**src/rtl/dec3to8_fifo.sv**
```systemverilog
// 3-to-8 one-hot decoder behind a small input FIFO and a single registered output stage.
// Codes are stored raw; decoding (and the en gate) happens as a code moves into the output register.
module dec3to8_fifo #(
   parameter int DEPTH = 4
) (
   input  logic       clk,
   input  logic       rst,
   input  logic       en,
   input  logic       in_valid,
   input  logic [2:0] in_code,
   output logic       in_ready,
   output logic       out_valid,
   output logic [7:0] out_y,
   input  logic       out_ready,
   output logic       full,
   output logic       empty,
   output logic [7:0] count
);

   localparam int AW = $clog2(DEPTH);
   localparam logic [AW-1:0] PTR_ONE  = AW'(1);
   localparam logic [AW:0]   OCC_ONE  = (AW+1)'(1);
   localparam logic [AW:0]   OCC_FULL = (AW+1)'(DEPTH);

   logic [2:0]    mem [DEPTH];
   logic [AW-1:0] rd_ptr, wr_ptr;
   logic [AW:0]   occ;
   logic          push, pop;

   assign full     = (occ == OCC_FULL);
   assign empty    = (occ == '0);
   assign in_ready = !full;

   // A full FIFO refuses writes even when the head is popped the same cycle.
   assign push = in_valid && !full;
   assign pop  = !empty && (!out_valid || out_ready);

   // Storage carries no reset; the pointers and occupancy define what is valid.
   always_ff @(posedge clk) begin
      if (push) mem[wr_ptr] <= in_code;
   end

   always_ff @(posedge clk or posedge rst) begin
      if (rst) begin
         rd_ptr <= '0;
         wr_ptr <= '0;
         occ    <= '0;
      end else begin
         if (push) wr_ptr <= wr_ptr + PTR_ONE;
         if (pop)  rd_ptr <= rd_ptr + PTR_ONE;
         if (push && !pop)      occ <= occ + OCC_ONE;
         else if (pop && !push) occ <= occ - OCC_ONE;
      end
   end

   always_ff @(posedge clk or posedge rst) begin
      if (rst) begin
         out_valid <= 1'b0;
         out_y     <= 8'h00;
      end else if (pop) begin
         out_valid <= 1'b1;
         out_y     <= en ? (8'h01 << mem[rd_ptr]) : 8'h00;
      end else if (out_ready) begin
         // Drained with nothing behind it: drop valid, keep the last word visible.
         out_valid <= 1'b0;
      end
   end

   always_ff @(posedge clk or posedge rst) begin
      if (rst)                                        count <= 8'h00;
      else if (out_valid && out_ready && count != 8'hFF) count <= count + 8'd1;
   end

endmodule

```
**config.mk**
```make
export PLATFORM = sky130hd
export DESIGN_NAME = dec3to8_fifo
export DESIGN_NICKNAME = d
export VERILOG_FILES = /design/src/rtl/dec3to8_fifo.sv
export SDC_FILE = /design/constraint.sdc
export NUM_CORES = 1
export LEC_CHECK = 0
export CAP_MARGIN = 40
export CORE_AREA = 2 2 58 60
export CTS_CLUSTER_SIZE = 24
export DETAILED_ROUTE_END_ITERATION = 12
export DIE_AREA = 0 0 60 62
export PLACE_DENSITY = 0.81
export SLEW_MARGIN = 20
export SYNTH_ARGS = -nofsm -noshare
export SYNTH_HDL_FRONTEND = slang
export SYNTH_SLANG_ARGS = --single-unit
```
**constraint.sdc**
```tcl
create_clock -name clk -period 6.6 [get_ports clk]
set_input_delay 0.99 -clock clk [delete_from_list [all_inputs] [get_ports clk]]
set_output_delay 0.99 -clock clk [all_outputs]
set_load 0.03 [all_outputs]
```
==> flow_summary.yaml, run 1 <==
flow_run:
  drv_cap: 0
timing:
  tightestPinTransition_ns: 0.4637
  finalCriticalPeriod_ns: 3.077
  max_freq_mhz: 325.0
  setup_slack_ns: 3.523
  skew_ns: 0.01083
  final.setup.tns_ns: 0
  finalSetupViolCount: 0
  fin_crit_sh_pct: 46.62
  slew-limit-headroom_pct: 69.02
  rsz0062_at_grt: "no"
  maxSlewViolCount: 0
  finalHoldViolations: 0
global_routing:
  antenna_found_initial: 0
  grt_max_degree: 21
  grt_first_pass_wirelength_um: 4850
  grt_overflow: 0
  grt_pass1_vias: 1107
  globalRouteTotalUtil_pct: 18.37
worst_hold_path:
  whs_path_depth: 1
  hp-class: "reg2reg"
yosys:
  synthCells: 130
  synth.avg_cell_area_um2: 12.76
  synth_nets: 145
  ys_ff_latch: 36
  synth.distinct_cells: 36
  synth_compound_area_share_pct: 10.48
  synth_top_family_by_area: "simple AND/OR/NAND/NOR gates"
  synthesis.area_um2: 1659
  yosys.area_share.simple_pct: 11.69
  yosys.area_share.adder_pct: 5.732
  synth_area_leader_cell: "dfrtp_1"
  synth-xor-area-share_pct: 5.279
  synth_top_cell_area_share_pct: 36.20
  synth.area.mux_share_pct: 6.637
  yosysWarningCount: 0
  ys_seq_area_share_pct: 57.92
  synth_area_leaders: "dfrtp_1 (36%), edfxtp_1 (22%), ha_1 (4.5%)"
critical_path:
  arrival_ns: 2.09
  crit_path_end_kind: "primary output"
  cp_cell_sequence: "or3_1, clkinv_1, clkdlybuf4s50_1"
  max_stage_delay_ns: 0.69
  crit_slowest_cell: "clkdlybuf4s50_1"
  critPathRequiredTime_ns: 5.61
  cp_max_fo: 10
  r2r_cells: 8
  crit_type: "reg2out"
  cp-start-kind: "flop"
die:
  dieWidth_um: 60
  core-area_um2: 3179
  num_rows: 21
  io_pins: 28
  start_util_pct: 52.18
  die_h_um: 62
  die_area_um2: 3720
final_layout:
  nets: 178
  register_area_um2: 960.9
  design_area_um2: 2074
  multi_input_area_um2: 660.6
  antenna_cells: 0
  drive_above_1_share_pct: 8.537
  syn_to_final_growth_pct: 25.04
  n_fill_cell: 243
placement:
  placed_area_um2: 1999
  dp_hpwl_um: 2351
  portBuffers: 27
  post-place-ws_ns: 3.383
  gp_congestion: 0.7936
outcome:
  outcome: "finished clean"
power:
  ir_worst_vdd_mv: 0.2259
  leakage_uw: 0.0008330
  powerDensity_nw_per_um2: 464.6
  p_total_uw: 963.8
detailed_routing:
  post_drt_via_cell_ratio: 5.300
  drc_errors: 0
  drt_first_pass_iters: 4
  wl_per_cell_um: 14.64
  drt_iter0_markers: 49
  postRouteAntennaNets: 0
  via_count: 1113
  wl_um: 3075
clock_tree:
  numClockSinks: 36
  clock_path_buffers: 2
  postCtsSetupRepairBufs: 0
  cts_tree: "done"
  hold_buffers: 0
  cts-resized-gates: 0
  numCtsBuffers: 5
  ctsHtreeMaxLevel: 2
  cts_root_buf: "clkbuf_4"
  cts.clk_slew.worst_paths_ns: 0.10
  clk_latency_ns: 0.35
[through the flow]
| stage | utilization [%] | cells | hold slack (ns) |
|---|---|---|---|
| after floorplan | - | 130 | 0.4563 |
| after global placement | 62.02 | 201 | 0.4709 |
| after detailed placement | 62.89 | 202 | 0.4959 |
| after CTS | 65.25 | 210 | 0.5121 |
| after global routing | 65.25 | 210 | 0.5256 |
| final | 65.25 | 210 | 0.5061 |
[kinds of logic after synthesis]
family	after synthesis
flip-flops	36
multiplexers	8
AO/OA/AOI/OAI	25
adder cells (fa/ha/maj)	7
AND/OR/NAND/NOR	36
XOR/XNOR	10
buffers and inverters	8
[flip-flops by register name, summed over array words and instances (netlist names)]
signal	cells
mem	12
occ	3
out_y	8
rd_ptr	2
out_valid	1
wr_ptr	2
count	8
[where the power goes]
group / internal (uW) / switching, uW / leakage [uW]
sequential: 308 / 78.2 / 0.000410
combinational: 192 / 235 / 0.000382
clock: 77.3 / 72.9 / 0.0000403
[layer usage]
metal	up-vias	track usage (%)	share of wire [%]
met4	0	7.937	0.91
met5	-	0	0
met2	23	30.12	51
met3	3	7.246	3.5
met1	547	21.61	44
li1	540	-	-
[synthesized netlist by cell type]
| cell type | number |
|---|---|
| dfrtp_1 | 24 |
| edfxtp_1 | 12 |
| o21ai_0 | 8 |
| nand2_1 | 7 |
| o31ai_1 | 7 |
| ha_1 | 6 |
| xnor2_1 | 6 |
| and2_1 | 5 |
| inv_1 | 5 |
| nand3_1 | 5 |
| mux2_2 | 4 |
| nand2b_1 | 4 |
| xor2_1 | 4 |
| nor2_1 | 3 |
| nor2b_1 | 3 |
| and3_1 | 2 |
| mux2i_1 | 2 |
| mux4_2 | 2 |
| nand4_1 | 2 |
| nor3_1 | 2 |
| o211ai_1 | 2 |
| a211oi_1 | 1 |
| a21boi_0 | 1 |
| a21oi_1 | 1 |
| a22oi_1 | 1 |
| and4_1 | 1 |
| buf_6 | 1 |
| clkbuf_1 | 1 |
| clkinv_1 | 1 |
| fa_1 | 1 |
| o21bai_1 | 1 |
| o22a_1 | 1 |
| o31ai_2 | 1 |
| o32a_1 | 1 |
| or2_1 | 1 |
| or3_1 | 1 |
[cell usage in the layout (no fill, tap or decap), types with 4 or more instances in the layout]
cell / Yosys / routed
dfrtp_1: 24 / 24
nand2b_1: 4 / 4
nand3_1: 5 / 5
edfxtp_1: 12 / 12
xnor2_1: 6 / 6
inv_1: 5 / 5
clkbuf_4: 0 / 5
and2_1: 5 / 5
clkdlybuf4s50_1: 0 / 27
xor2_1: 4 / 4
ha_1: 6 / 6
mux2_2: 4 / 4
nand2_1: 7 / 7
o31ai_1: 7 / 7
o21ai_0: 8 / 8
[critical path: cells and delay by family, from the launching register on]
kind / cells / cell delay, ns
simple gates: 1 / 0.43
flops: 1 / 0.44
buf+inv: 2 / 0.86
[final cells by class]
class	instances	area share, %
clock buffers	5	1.809
inverters	6	1.086
clock inverters	3	1.809
flip-flops and latches	36	46.32
well taps	46	2.774
multi-input cells	86	31.85
repair buffers	28	14.35
[worst paths after layout]
check                            start        end  slack [ns]
min in group asynchronous          rst  wr_ptr[1]        0.87
worst max register to register  occ[0]     occ[2]        4.27
max in group asynchronous          rst   count[5]        5.33
worst min-delay path            occ[2]     occ[2]        0.51
worst max-delay path            occ[0]      empty        3.52
worst min register to register  occ[2]     occ[2]        0.51
No activity file was read; power rests on OpenSTA's default activity.
==> run 2, diff against run 1 <==
- CORE_AREA: 2 2 58 60 -> 2 2 63 65
- DIE_AREA: 0 0 60 62 -> 0 0 65 67
- PLACE_DENSITY: 0.81 -> 0.73
- clock period: 6.6 -> 2.7 ns (I/O delays scaled with it)
==> run 2 against run 1 <==
Register-to-register slack lost 3.7 ns. Global-route usage shrank 2.0 points. Die area grew 17%. First-iteration DRC count grew 82%. Sequential share of layout area shrank 0.39 points. Clock skew shrank 0.0058 ns. Clock power grew 150%. Critical path depth is the same. Critical endpoint unchanged. Highest routed layer unchanged.
==> flow_summary.yaml, run 2 (synthesis results as in run 1) <==
power:
  switching_share_pct: 40.34
  powerDensity_nw_per_um2: 1132
  power_frac_comb_pct: 44.7
  clock_power_share_pct: 15.6
  ir_worst_vdd_mv: 0.6058
  p_int_uw: 1413
  p_seq_share_pct: 39.7
  p_sw_uw: 955.1
  leakage_uw: 0.0008350
worst_hold_path:
  hp-class: "in2async"
clock_tree:
  clk_latency_ns: 0.28
  postCtsSetupRepairBufs: 0
  numClockSinks: 36
  ctsHtreeMaxLevel: 2
  numCtsBuffers: 5
  cts-resized-gates: 0
  cts_root_buf: "clkbuf_8"
  hold_buffers: 0
  clock_path_buffers: 2
  cts.clk_slew.worst_paths_ns: 0.07
  cts_tree: "done"
flow_run:
  drv_cap: 0
die:
  start_util_pct: 46.01
  die_area_um2: 4355
  dieWidth_um: 65
  io_pins: 28
  num_rows: 22
  die_h_um: 67
  core-area_um2: 3606
timing:
  fin_crit_sh_pct: 89.60
  setup_slack_ns: 0.2807
  maxSlewViolCount: 0
  max_freq_mhz: 413.3
  finalCriticalPeriod_ns: 2.419
  final.setup.tns_ns: 0
  tightestPinTransition_ns: 0.4167
  finalHoldViolations: 0
  skew_ns: 0.005047
  rsz0062_at_grt: "no"
  finalSetupViolCount: 0
  timing.hold.ws_ns: 0.3338
  slew-limit-headroom_pct: 72.17
placement:
  post-place-ws_ns: 0.3016
  portBuffers: 27
  dp_hpwl_um: 2356
  gp_congestion: 0.7721
global_routing:
  globalRouteTotalUtil_pct: 16.42
  grt_busiest_layer: "met2"
  grt_overflow: 0
  met3_usage_pct: 5.743
  gr-usage-met1_pct: 19.29
  grt_pass1_vias: 1124
  grt_max_degree: 21
  met2_usage_pct: 27.19
  grt_first_pass_wirelength_um: 5257
  antenna_found_initial: 0
final_layout:
  max_flop_register: "mem"
  multi_input_area_um2: 660.6
  drive_above_1_share_pct: 10.24
  antenna_cells: 0
  n_fill_cell: 291
  top_regs: "mem: 12 flops, count: 8 flops, out_y: 8 flops"
  register_area_um2: 960.9
  largest_reg_flops: 12
  syn_to_final_growth_pct: 26.09
  final_cell_mix: "clkdlybuf4s50_1 (27), dfrtp_1 (24), edfxtp_1 (12)"
  nets: 180
  finish.utilization_pct: 58.02
  final_common_cell: "clkdlybuf4s50_1"
detailed_routing:
  via_count: 1141
  drt_first_pass_iters: 4
  drt_iter0_markers: 89
  postRouteAntennaNets: 0
  wl_um: 3066
  drc_errors: 0
  post_drt_via_cell_ratio: 5.332
  wl_per_cell_um: 14.33
critical_path:
  critPathRequiredTime_ns: 2.30
  crit_type: "reg2out"
  cp-start-kind: "flop"
  cp_max_fo: 10
  arrival_ns: 2.01
  crit_path_end_kind: "primary output"
outcome:
  outcome: "finished clean"
run 2: cell type report:
cell class | count | share of cell area, %
well taps | 48 | 2.871
multi-input cells | 86 | 31.58
inverters | 6 | 1.077
clock buffers | 5 | 3.289
flip-flops and latches | 36 | 45.93
clock inverters | 3 | 0.8971
repair buffers | 30 | 14.35
run 2: layer usage:
layer | vias to the layer above | wire length [um]
li1 | 539 | -
met1 | 571 | 1356
met2 | 29 | 1577
met3 | 2 | 117
met4 | 0 | 15
met5 | - | 0
run 2: path summary, 6_finish.rpt:
check | start | endpoint | slack (ns) | cells past startpoint
min in group clk | occ[2] | occ[2] | 0.50 | 1
hold / removal | rst | wr_ptr[0] | 0.33 | 2
setup / recovery | occ[0] | empty | 0.28 | 3
hold reg to reg | occ[2] | occ[2] | 0.50 | 1
setup reg to reg | occ[0] | occ[2] | 0.59 | 8
max in group asynchronous | rst | count[6] | 1.96 | 3
run 2: worst max-delay path: stages (launching register included):
cell and delay [ns]:
dfrtp_1 0.43, or3_1 0.43, clkinv_1 0.17, clkdlybuf4s50_1 0.70
run 2: metrics by stage:
stage	total power, uW	cells	instance area [um2]
global placement	1949	205	1989
CTS	2394	214	2092
detailed placement	2019	206	2004
global route	2536	214	2092
floorplan	1637	130	1659
finish	2368	214	2092
run 2: power groups by stage:
stage | Combinational [uW] | Sequential, uW | Clock [uW]
CTS | 1070 | 942 | 380
floorplan | 558 | 1080 | 0
finish | 1060 | 940 | 368
detailed placement | 1070 | 953 | 0
global route | 1160 | 969 | 410
global placement | 1020 | 932 | 0
